`src/rtl/axi_pkg.sv`:
```
// Shared AXI read-bridge definitions: response codes, burst encodings,
// FSM state type and the burst-legality helper.
package axi_pkg;

  localparam logic [1:0] RESP_OKAY   = 2'b00;
  localparam logic [1:0] RESP_SLVERR = 2'b10;

  localparam logic [1:0] BURST_FIXED = 2'b00;
  localparam logic [1:0] BURST_INCR  = 2'b01;
  localparam logic [1:0] BURST_WRAP  = 2'b10;

  // Only 4-byte beats are served (one FIFO word per beat).
  localparam logic [2:0] SIZE_4B = 3'd2;

  typedef enum logic [1:0] {IDLE, RD, ERR} state_t;

  // FIXED and INCR behave identically on a FIFO-mapped port; anything else is an error.
  function automatic logic burst_ok(input logic [1:0] burst, input logic [2:0] size);
    return ((burst == BURST_FIXED) || (burst == BURST_INCR)) && (size == SIZE_4B);
  endfunction

endpackage

```
`src/rtl/axi_fifo_read_bridge_if.sv`:
```
// AXI4 read-address and read-data channel bundle for the FIFO read bridge.
// slave modport: the bridge; master modport: the host/interconnect side.
interface axi_fifo_read_bridge_if #(
  parameter int DATA_WIDTH = 32,
  parameter int ADDR_WIDTH = 32
);

  logic [ADDR_WIDTH-1:0] s_axi_araddr;
  logic [1:0]            s_axi_arburst;
  logic [7:0]            s_axi_arlen;
  logic [2:0]            s_axi_arsize;
  logic                  s_axi_arvalid;
  logic                  s_axi_arready;
  logic [DATA_WIDTH-1:0] s_axi_rdata;
  logic [1:0]            s_axi_rresp;
  logic                  s_axi_rlast;
  logic                  s_axi_rvalid;
  logic                  s_axi_rready;

  modport slave (
    input  s_axi_araddr, s_axi_arburst, s_axi_arlen, s_axi_arsize, s_axi_arvalid,
    input  s_axi_rready,
    output s_axi_arready,
    output s_axi_rdata, s_axi_rresp, s_axi_rlast, s_axi_rvalid
  );

  modport master (
    output s_axi_araddr, s_axi_arburst, s_axi_arlen, s_axi_arsize, s_axi_arvalid,
    output s_axi_rready,
    input  s_axi_arready,
    input  s_axi_rdata, s_axi_rresp, s_axi_rlast, s_axi_rvalid
  );

endinterface

```
`src/rtl/axi_r_out_reg.sv`:
```
// R-channel output register. Holds a beat stable until the host accepts it;
// free tells the FSM a new beat may be loaded this cycle.
module axi_r_out_reg #(
  parameter int DATA_WIDTH = 32
) (
  input  logic                  clk,
  input  logic                  rst,
  input  logic                  load,
  input  logic [DATA_WIDTH-1:0] data,
  input  logic [1:0]            resp,
  input  logic                  last,
  input  logic                  rready,
  output logic                  rvalid,
  output logic [DATA_WIDTH-1:0] rdata,
  output logic [1:0]            rresp,
  output logic                  rlast,
  output logic                  free
);

  // Slot is free when empty or when the current beat is being accepted now.
  assign free = !rvalid || rready;

  // Capture a new beat on load; otherwise retire the held beat once accepted.
  always_ff @(posedge clk or posedge rst) begin
    if (rst) begin
      rvalid <= 1'b0;
      rdata  <= '0;
      rresp  <= 2'b00;
      rlast  <= 1'b0;
    end else if (load) begin
      rvalid <= 1'b1;
      rdata  <= data;
      rresp  <= resp;
      rlast  <= last;
    end else if (rready) begin
      rvalid <= 1'b0;
    end
  end

endmodule

```
`src/rtl/axi_fifo_read_bridge.sv`:
```
// AXI4 read-burst slave streaming words from a first-word-fall-through FIFO.
// Optional feature macro: AXI_RD_UNDERFLOW_TIMEOUT_EN -- aborts a burst that
// starves on an empty FIFO for TIMEOUT_CYCLES and finishes it with SLVERR beats.
module axi_fifo_read_bridge
  import axi_pkg::*;
#(
  parameter int DATA_WIDTH     = 32,
  parameter int ADDR_WIDTH     = 32,
  parameter int FIFO_PTR_W     = 6,
  parameter int TIMEOUT_CYCLES = 1024
) (
  input  logic                  clk,
  input  logic                  rst,
  axi_fifo_read_bridge_if.slave axi,
  input  logic [DATA_WIDTH-1:0] fifo_rdata,
  input  logic                  fifo_empty,
  input  logic [FIFO_PTR_W:0]   fifo_count,
  output logic                  fifo_ren,
  output logic                  axi_error,
  output logic [31:0]           words_read
);

  state_t                state, state_nx;
  logic [7:0]            len;
  logic [8:0]            issued;
  logic                  arready;
  logic                  ar_take;
  logic                  bad_ar;
  logic                  beats_left;
  logic                  free;
  logic                  load;
  logic [DATA_WIDTH-1:0] load_data;
  logic [1:0]            load_resp;
  logic                  load_last;
  logic                  to_hit;
  logic                  unused_bits;

  // Address is meaningless on a FIFO port and occupancy is status only.
  assign unused_bits = ^{axi.s_axi_araddr, fifo_count};
  assign axi.s_axi_arready = arready;

`ifdef AXI_RD_UNDERFLOW_TIMEOUT_EN
  localparam int TO_W = $clog2(TIMEOUT_CYCLES + 1);
  logic [TO_W-1:0] to_cnt;

  // Count starved cycles with an open slot and beats outstanding; any pop restarts it.
  always_ff @(posedge clk or posedge rst) begin
    if (rst) begin
      to_cnt <= '0;
    end else if (state != RD || fifo_ren) begin
      to_cnt <= '0;
    end else if (fifo_empty && free && beats_left && to_cnt != TO_W'(TIMEOUT_CYCLES)) begin
      to_cnt <= to_cnt + TO_W'(1);
    end
  end

  assign to_hit = (to_cnt == TO_W'(TIMEOUT_CYCLES)) && beats_left;
`else
  logic [31:0] unused_timeout;
  assign unused_timeout = TIMEOUT_CYCLES;
  assign to_hit = 1'b0;
`endif

  // State register.
  always_ff @(posedge clk or posedge rst) begin
    if (rst) begin
      state <= IDLE;
    end else begin
      state <= state_nx;
    end
  end

  // Next-state and per-cycle controls: AR acceptance, FIFO pops, beat loads.
  always_comb begin
    state_nx   = state;
    arready    = 1'b0;
    ar_take    = 1'b0;
    bad_ar     = 1'b0;
    fifo_ren   = 1'b0;
    load       = 1'b0;
    load_data  = '0;
    load_resp  = RESP_OKAY;
    load_last  = 1'b0;
    beats_left = (issued <= {1'b0, len});
    case (state)
      IDLE: begin
        arready = 1'b1;
        if (axi.s_axi_arvalid) begin
          ar_take  = 1'b1;
          bad_ar   = !burst_ok(axi.s_axi_arburst, axi.s_axi_arsize);
          state_nx = bad_ar ? ERR : RD;
        end
      end
      RD: begin
        if (!fifo_empty && free && beats_left) begin
          fifo_ren  = 1'b1;
          load      = 1'b1;
          load_data = fifo_rdata;
          load_last = (issued == {1'b0, len});
        end else if (to_hit) begin
          state_nx = ERR;
        end
        if (axi.s_axi_rvalid && axi.s_axi_rready && axi.s_axi_rlast) begin
          state_nx = IDLE;
        end
      end
      ERR: begin
        if (free && beats_left) begin
          load      = 1'b1;
          load_resp = RESP_SLVERR;
          load_last = (issued == {1'b0, len});
        end
        if (axi.s_axi_rvalid && axi.s_axi_rready && axi.s_axi_rlast) begin
          state_nx = IDLE;
        end
      end
      default: state_nx = IDLE;
    endcase
  end

  // Burst bookkeeping, sticky error flag and popped-word counter.
  always_ff @(posedge clk or posedge rst) begin
    if (rst) begin
      len        <= '0;
      issued     <= '0;
      axi_error  <= 1'b0;
      words_read <= '0;
    end else begin
      if (ar_take) begin
        len       <= axi.s_axi_arlen;
        issued    <= '0;
        axi_error <= bad_ar;
      end else if (load) begin
        issued <= issued + 9'd1;
      end
      if (state == RD && to_hit && !fifo_ren) begin
        axi_error <= 1'b1;
      end
      if (fifo_ren) begin
        words_read <= words_read + 32'd1;
      end
    end
  end

  axi_r_out_reg #(.DATA_WIDTH(DATA_WIDTH)) u_r_out (
    .clk    (clk),
    .rst    (rst),
    .load   (load),
    .data   (load_data),
    .resp   (load_resp),
    .last   (load_last),
    .rready (axi.s_axi_rready),
    .rvalid (axi.s_axi_rvalid),
    .rdata  (axi.s_axi_rdata),
    .rresp  (axi.s_axi_rresp),
    .rlast  (axi.s_axi_rlast),
    .free   (free)
  );

endmodule

```
`src/flat_wrapper.sv`:
```
// flat-port wrapper written by rule: the top's interface ports become plain ports
module axi_fifo_read_bridge_flat import axi_pkg::*;
#(
  parameter int DATA_WIDTH     = 32,
  parameter int ADDR_WIDTH     = 32,
  parameter int FIFO_PTR_W     = 6,
  parameter int TIMEOUT_CYCLES = 1024
)
  (clk, rst, fifo_rdata, fifo_empty, fifo_count, fifo_ren, axi_error, words_read, axi_s_axi_araddr, axi_s_axi_arburst, axi_s_axi_arlen, axi_s_axi_arsize, axi_s_axi_arvalid, axi_s_axi_rready, axi_s_axi_arready, axi_s_axi_rdata, axi_s_axi_rresp, axi_s_axi_rlast, axi_s_axi_rvalid);
  axi_fifo_read_bridge_if #(.DATA_WIDTH(DATA_WIDTH), .ADDR_WIDTH(ADDR_WIDTH)) axi_i ();
  input  logic clk;
  input  logic rst;
  input  logic [DATA_WIDTH-1:0] fifo_rdata;
  input  logic fifo_empty;
  input  logic [FIFO_PTR_W:0] fifo_count;
  output logic fifo_ren;
  output logic axi_error;
  output logic [31:0] words_read;
  input wire logic [$bits(axi_i.s_axi_araddr)-1:0] axi_s_axi_araddr;
  input wire logic [$bits(axi_i.s_axi_arburst)-1:0] axi_s_axi_arburst;
  input wire logic [$bits(axi_i.s_axi_arlen)-1:0] axi_s_axi_arlen;
  input wire logic [$bits(axi_i.s_axi_arsize)-1:0] axi_s_axi_arsize;
  input wire logic [$bits(axi_i.s_axi_arvalid)-1:0] axi_s_axi_arvalid;
  input wire logic [$bits(axi_i.s_axi_rready)-1:0] axi_s_axi_rready;
  output wire logic [$bits(axi_i.s_axi_arready)-1:0] axi_s_axi_arready;
  output wire logic [$bits(axi_i.s_axi_rdata)-1:0] axi_s_axi_rdata;
  output wire logic [$bits(axi_i.s_axi_rresp)-1:0] axi_s_axi_rresp;
  output wire logic [$bits(axi_i.s_axi_rlast)-1:0] axi_s_axi_rlast;
  output wire logic [$bits(axi_i.s_axi_rvalid)-1:0] axi_s_axi_rvalid;
  assign axi_i.s_axi_araddr = axi_s_axi_araddr;
  assign axi_i.s_axi_arburst = axi_s_axi_arburst;
  assign axi_i.s_axi_arlen = axi_s_axi_arlen;
  assign axi_i.s_axi_arsize = axi_s_axi_arsize;
  assign axi_i.s_axi_arvalid = axi_s_axi_arvalid;
  assign axi_i.s_axi_rready = axi_s_axi_rready;
  assign axi_s_axi_arready = axi_i.s_axi_arready;
  assign axi_s_axi_rdata = axi_i.s_axi_rdata;
  assign axi_s_axi_rresp = axi_i.s_axi_rresp;
  assign axi_s_axi_rlast = axi_i.s_axi_rlast;
  assign axi_s_axi_rvalid = axi_i.s_axi_rvalid;
  axi_fifo_read_bridge #(.DATA_WIDTH(DATA_WIDTH), .ADDR_WIDTH(ADDR_WIDTH), .FIFO_PTR_W(FIFO_PTR_W), .TIMEOUT_CYCLES(TIMEOUT_CYCLES)) u_core (.clk(clk), .rst(rst), .axi(axi_i), .fifo_rdata(fifo_rdata), .fifo_empty(fifo_empty), .fifo_count(fifo_count), .fifo_ren(fifo_ren), .axi_error(axi_error), .words_read(words_read));
endmodule
```
`config.mk`:
```
export PLATFORM = sky130hd
export DESIGN_NAME = axi_fifo_read_bridge_flat
export DESIGN_NICKNAME = d
export VERILOG_FILES = /design/src/rtl/axi_pkg.sv /design/src/rtl/axi_fifo_read_bridge_if.sv /design/src/rtl/axi_r_out_reg.sv /design/src/rtl/axi_fifo_read_bridge.sv /design/src/flat_wrapper.sv
export SDC_FILE = /design/constraint.sdc
export NUM_CORES = 1
export LEC_CHECK = 0
export ABC_AREA = 0
export CAP_MARGIN = 20
export CORE_ASPECT_RATIO = 1.25
export CORE_MARGIN = 1
export CORE_UTILIZATION = 40
export DETAILED_ROUTE_END_ITERATION = 12
export PLACE_DENSITY = 0.86
export SLEW_MARGIN = 20
export SYNTH_ARGS = -nofsm -noshare
export SYNTH_HDL_FRONTEND = slang
export SYNTH_SLANG_ARGS = --single-unit
export TNS_END_PERCENT = 10
```
`constraint.sdc`:
```
create_clock -name clk -period 8.5 [get_ports clk]
set_clock_uncertainty 0.15 [all_clocks]
set_input_delay 2.125 -clock clk [delete_from_list [all_inputs] [get_ports clk]]
set_output_delay 2.125 -clock clk [all_outputs]
set_load 0.005 [all_outputs]
```
==> impl_metrics.env, run 1 <==
export IMPL_outcome="finished, violations left"
export IMPL_violations="DRC"
export IMPL_p_sw_share_pct=30.21
export IMPL_worstSetupEndpointType="output pin"
export IMPL_crit_start="axi_s_axi_rready"
export IMPL_synth_cell_types=43
export IMPL_cp_arrival_ns=4.81
export IMPL_layout_common_cells="clkdlybuf4s50_1 (118), dfrtp_1 (87), a22o_1 (33)"
export IMPL_start_util_pct=41.02
export IMPL_drive_gt1_share_pct=5.106
export IMPL_die_area_um2=10210
export IMPL_synth_edf_count=0
export IMPL_clk_path_buf_depth=2
export IMPL_criticalPathCategory="input port to output pin"
export IMPL_post_route_util_pct=57.47
export IMPL_timing_hold_ws_ns=0.3198
export IMPL_synth_area_top_cells="dfrtp_1 (56%), a22o_1 (7.4%), ha_1 (4.1%), xnor2_1 (4.0%), xor2_1 (3.8%)"
export IMPL_final_common_cell="clkdlybuf4s50_1"
export IMPL_ys_flop_type="dfrtp_1"
export IMPL_r2r_start="u_core.issued[2]"
export IMPL_syn_nets=451
export IMPL_ctsHoldBuffers=0
export IMPL_netlist_area_um2=3921
export IMPL_rsz0062_at_grt="false"
export IMPL_dp_slack_ns=1.424
export IMPL_fin_area_um2=5494
export IMPL_dp_cells=580
export IMPL_hold_class="register to register"
export IMPL_crit_buf_inv=3
export IMPL_synth_warnings=0
export IMPL_period_share_pct=83.38
export IMPL_fin_tns_setup_ns=0
export IMPL_row_count=40
export IMPL_cts_made_buffers=9
export IMPL_nNetsFinal=568
export IMPL_cts_tree="done"
export IMPL_first_pass_iters=12
export IMPL_slowest_stage="a2111oi_4"
export IMPL_crit_path_max_incr_delay_ns=0.64
export IMPL_p_seq_share_pct=42.6
export IMPL_yosysTopAreaCell="dfrtp_1"
export IMPL_worstHoldStart="u_core.words_read[31]"
export IMPL_relSlewSlack_pct=47.87
export IMPL_drv_cap=0
export IMPL_dpl_hpwl_um=6525
export IMPL_worst_slew_pin_slew_ns=0.7819
export IMPL_avgSynthCellArea_um2=11.24
export IMPL_p_int_mw=0.8149
export IMPL_antenna_cells=0
export IMPL_cp_data_required_time_ns=6.23
export IMPL_timing_final_crit_period_ns=7.087
export IMPL_port_buffers=118
export IMPL_cp_max_fo=13
export IMPL_critPathTopFamily="buffers and inverters"
export IMPL_syn_inst=349
export IMPL_antenna_found_initial=0
export IMPL_synth_seq_area_share_pct=55.52
export IMPL_vias=3085
export IMPL_synth_top_area_share_pct=55.52
export IMPL_setup_viol=0
export IMPL_pwr_share_comb_pct=27.3
export IMPL_ant_nets=0
export IMPL_post_cts_setup_buffers=0
export IMPL_finalHoldViolCount=0
export IMPL_wl_per_cell_um=15.47
export IMPL_max_freq_mhz=141.1
export IMPL_power_mw=1.168
export IMPL_clkSinkCount=87
export IMPL_viasPerCell=5.176
export IMPL_globalRouteTotalUtil_pct=19.11
export IMPL_synth_seq_cells=87
export IMPL_crit_top_cell="clkdlybuf4s50_1"
export IMPL_ir_worst_vdd_v=0.0001151
export IMPL_die_h_um=112.7
export IMPL_clk_latency_ns=0.33
export IMPL_drc=2
export IMPL_area_growth_pct=40.11
export IMPL_clockPowerShare_pct=30.1
export IMPL_grt_max_degree=88
export IMPL_worst_setup_path_start_kind="input port"
export IMPL_wl_um=9223
export IMPL_cts_max_level=3
export IMPL_cts_resized=0
export IMPL_fillerInstances=801
export IMPL_power_density_nw_per_um2=212.5
export IMPL_final_cells=596
export IMPL_gp_congestion=0.9072
export IMPL_root_buffer="clkbuf_16"
export IMPL_grt_pass1_wl_um=15370
export IMPL_worstPathCellList="clkdlybuf4s50_1 -> nand2b_1 -> o211ai_1 -> a2111oi_4 -> or2_1 -> nand2_1 -> inv_1 -> clkdlybuf4s50_1"
export IMPL_io_pins=160
export IMPL_grt_pass1_vias=3166
export IMPL_detail_route_iter0_violations=148
export IMPL_core_um2=9559
export IMPL_finalWorstSetupSlack_ns=1.413
export IMPL_die_width_um=90.56
export IMPL_p_leak_nw=2.505
export IMPL_postPlaceCellArea_um2=5209
export IMPL_slew_viol_final=0
export IMPL_synth_async_reset_ratio_pct=100.0
export IMPL_grt_ovfl_total=0
export IMPL_power_switching_mw=0.3528
export IMPL_path_clk_slew_ns=0.06
worst paths after layout:
kind                       cells past startpoint                        to  slack, ns
max reg2reg                                    7   u_core.u_r_out.rdata[6]       5.13
min reg2reg                                    1     u_core.words_read[31]       0.32
min                                            1     u_core.words_read[31]       0.32
max                                            8                  fifo_ren       1.41
max in group asynchronous                      3     u_core.words_read[17]       5.49
min in group asynchronous                      3  u_core.u_r_out.rdata[12]       2.15
cell type report:
type                            instances  area (um2)  share of cell area (%)
Inverter                               23       87.58                   1.594
Tap cell                              126       157.7                   2.870
Multi-Input combinational cell        225        1599                   29.10
Clock inverter                          4       22.52                  0.4099
Clock buffer                           11       242.7                   4.418
Timing Repair Buffer                  120        1207                   21.98
Sequential cell                        87        2177                   39.63
kinds of logic after synthesis:
group,Yosys count,share of synthesized area (%)
AO/OA/AOI/OAI,65,13.50
XOR/XNOR,35,7.817
adder cells (fa/ha/maj),13,4.148
buffers and inverters,37,4.020
flip-flops,87,55.52
multiplexers,3,0.8933
other,1,0.09563
AND/OR/NAND/NOR,108,14.01
Yosys cell counts, types with 4 or more instances:
library cell,instances
clkbuf_1,7
o21ai_0,12
nor3_1,8
and3_1,8
ha_1,13
xnor2_1,18
nand3_1,18
nor4_1,4
dfrtp_1,87
buf_4,4
nor2_1,18
a22o_1,33
o211ai_1,4
nand2_1,28
inv_1,23
and2_1,4
nand4_1,5
xor2_1,17
power groups by stage:
stage | Sequential [mW] | Combinational (mW) | Clock (mW)
floorplan | 0.502 | 0.174 | 0
global placement | 0.503 | 0.300 | 0
detailed placement | 0.504 | 0.313 | 0
CTS | 0.498 | 0.317 | 0.362
global route | 0.506 | 0.352 | 0.378
finish | 0.498 | 0.319 | 0.351
sequential cells by signal (all words and copies together), names as in the netlist:
register               count
u_core.axi_error           1
u_core.issued              9
u_core.len                 8
u_core.state               2
u_core.u_r_out.rdata      32
u_core.u_r_out.rlast       1
u_core.u_r_out.rresp       1
u_core.u_r_out.rvalid      1
u_core.words_read         32
routing by layer:
metal  global-route usage (%)  share of wire (%)  vias to the layer above
li1                         -                  -                     1464
met1                    23.51                 44                     1493
met2                    32.63                 49                      114
met3                    3.360                5.1                       14
met4                    9.032                1.6                        0
met5                        0                  0                        -
worst register-to-register path: cells and delay by family (launching register included):
family,cells,cell delay [ns]
DFF,1,0.41
adders and majority gates,1,0.32
AOI/OAI and AO/OA,3,1.18
and+or+nand+nor,3,1.24
(Power assumes the default switching activity.)
==> run 2: changes to the inputs <==
clock period = 7.09 ns   (was 8.5 ns; I/O delays follow)
==> impl_metrics.env, run 2 (synthesized netlist as in run 1, its figures left out) <==
export IMPL_reg2reg_depth=8
export IMPL_rrSetupSlack_ns=3.86
export IMPL_period_share_pct=87.67
export IMPL_clk_path_buf_depth=2
export IMPL_p_leak_nw=2.540
export IMPL_cts_resized=0
export IMPL_relSlewSlack_pct=48.46
export IMPL_timing_hold_ws_ns=0.3263
export IMPL_crit_end="fifo_ren"
export IMPL_ant_nets=0
export IMPL_gp_congestion=0.8391
export IMPL_ir_worst_vdd_v=0.0001293
export IMPL_path_clk_slew_ns=0.06
export IMPL_drv_cap=0
export IMPL_cts_max_level=3
export IMPL_die_width_um=90.56
export IMPL_die_area_um2=10210
export IMPL_grt_pass1_vias=3156
export IMPL_slew_viol_final=0
export IMPL_antenna_found_initial=0
export IMPL_antenna_cells=0
export IMPL_detail_route_iter0_violations=117
export IMPL_setup_viol=0
export IMPL_viasPerCell=5.210
export IMPL_ctsHoldBuffers=0
export IMPL_grt_pass1_wl_um=15430
export IMPL_grt_max_degree=88
export IMPL_core_um2=9559
export IMPL_port_buffers=118
export IMPL_dpl_hpwl_um=6679
export IMPL_wl_per_cell_um=15.60
export IMPL_drc=2
export IMPL_reg_largest_list="u_core.u_r_out.rdata: 32 flops, u_core.words_read: 32 flops, u_core.issued: 9 flops"
export IMPL_worst_slew_pin_slew_ns=0.7731
export IMPL_root_buffer="clkbuf_16"
export IMPL_cts_made_buffers=9
export IMPL_power_density_nw_per_um2=263.9
export IMPL_nNetsFinal=570
export IMPL_violations="DRC"
export IMPL_die_h_um=112.7
export IMPL_criticalPathCategory="input port to output pin"
export IMPL_worstSetupEndpointType="output pin"
export IMPL_row_count=40
export IMPL_max_freq_mhz=160.9
export IMPL_r2r_start="u_core.issued[6]"
export IMPL_cts_tree="done"
export IMPL_vias=3121
export IMPL_grt_ovfl_total=0
export IMPL_crit_start="axi_s_axi_rready"
export IMPL_globalRouteTotalUtil_pct=19.48
export IMPL_post_cts_setup_buffers=0
export IMPL_hold_class="register to register"
export IMPL_outcome="finished, violations left"
export IMPL_finalWorstSetupSlack_ns=0.8745
export IMPL_first_pass_iters=11
export IMPL_io_pins=160
export IMPL_fin_tns_setup_ns=0
export IMPL_cp_arrival_ns=4.29
export IMPL_worst_setup_path_start_kind="input port"
export IMPL_timing_final_crit_period_ns=6.215
export IMPL_cp_max_fo=13
export IMPL_clk_latency_ns=0.33
export IMPL_r2r_end="u_core.u_r_out.rdata[4]"
export IMPL_dp_slack_ns=0.9066
export IMPL_finalHoldViolCount=0
export IMPL_layout_common_cells="clkdlybuf4s50_1 (118), dfrtp_1 (87), a22o_1 (33)"
export IMPL_clkSinkCount=87
export IMPL_rsz0062_at_grt="false"
export IMPL_cp_data_required_time_ns=5.17
export IMPL_final_common_cell="clkdlybuf4s50_1"
export IMPL_start_util_pct=41.02
export IMPL_area_growth_pct=41.93
export IMPL_drive_gt1_share_pct=5.920
export IMPL_wl_um=9343
==> run 2: cell count changes in the layout (fill, tap and decap cells not counted) <==
cell       delta
buf_4         +2
buf_16        +1
buf_8         -1
bufinv_16     +1
clkbuf_1      -1
clkbuf_8      +1
clkinv_2      -1
clkinv_4      +1
==> run 2: power breakdown <==
part / internal (mW) / leakage (nW) / switching, mW
Clock: 0.291 / 0.152 / 0.182
Combinational: 0.190 / 1.23 / 0.210
Sequential: 0.559 / 1.16 / 0.0373
Total: 1.04 / 2.54 / 0.430
==> run 2: stage by stage <==
| stage | total power, mW | area, um2 | utilization (%) | std cells |
|---|---|---|---|---|
| after floorplan | 0.8100 | 3921 | - | 349 |
| after global placement | 0.9706 | 5224 | 54.65 | 582 |
| after detailed placement | 0.9901 | 5225 | 54.66 | 582 |
| after CTS | 1.472 | 5534 | 57.89 | 598 |
| after global routing | 1.553 | 5565 | 58.22 | 599 |
| final | 1.469 | 5565 | 58.22 | 599 |
==> run 2: layout make-up <==
| cell class | instances | area (um2) |
|---|---|---|
| repair buffers | 122 | 1235 |
| multi-input cells | 225 | 1599 |
| clock buffers | 11 | 252.7 |
| flip-flops and latches | 87 | 2177 |
| inverters | 23 | 87.58 |
| fillers | 802 | 3994 |
| well taps | 126 | 157.7 |
| clock inverters | 5 | 56.30 |
==> run 2: worst min path at each step <==
stage	startpoint	endpoint	slack [ns]	cells past startpoint
2_1_floorplan	u_core.len[0]	u_core.len[0]	0.30	2
3_3_place_gp	u_core.words_read[31]	u_core.words_read[31]	0.31	1
3_5_place_dp	u_core.words_read[31]	u_core.words_read[31]	0.32	1
4_1_cts	u_core.words_read[31]	u_core.words_read[31]	0.33	1
5_1_grt	u_core.words_read[31]	u_core.words_read[31]	0.36	1
6_report	u_core.words_read[31]	u_core.words_read[31]	0.33	1
==> run 2: layer usage <==
metal / wire (um) / track usage (%)
met1: 4003 / 24.21
met2: 4635 / 32.42
met3: 482 / 4.099
met4: 221 / 9.355
met5: 0 / 0
==> run 2: worst max-delay path, cell delays in order <==
cell and delay (ns):
clkdlybuf4s50_1 0.47, nand2b_1 0.16, o211ai_1 0.20, a2111oi_4 0.30, buf_4 0.23, or2_1 0.38
nand2_1 0.18, inv_1 0.09, clkdlybuf4s50_1 0.49
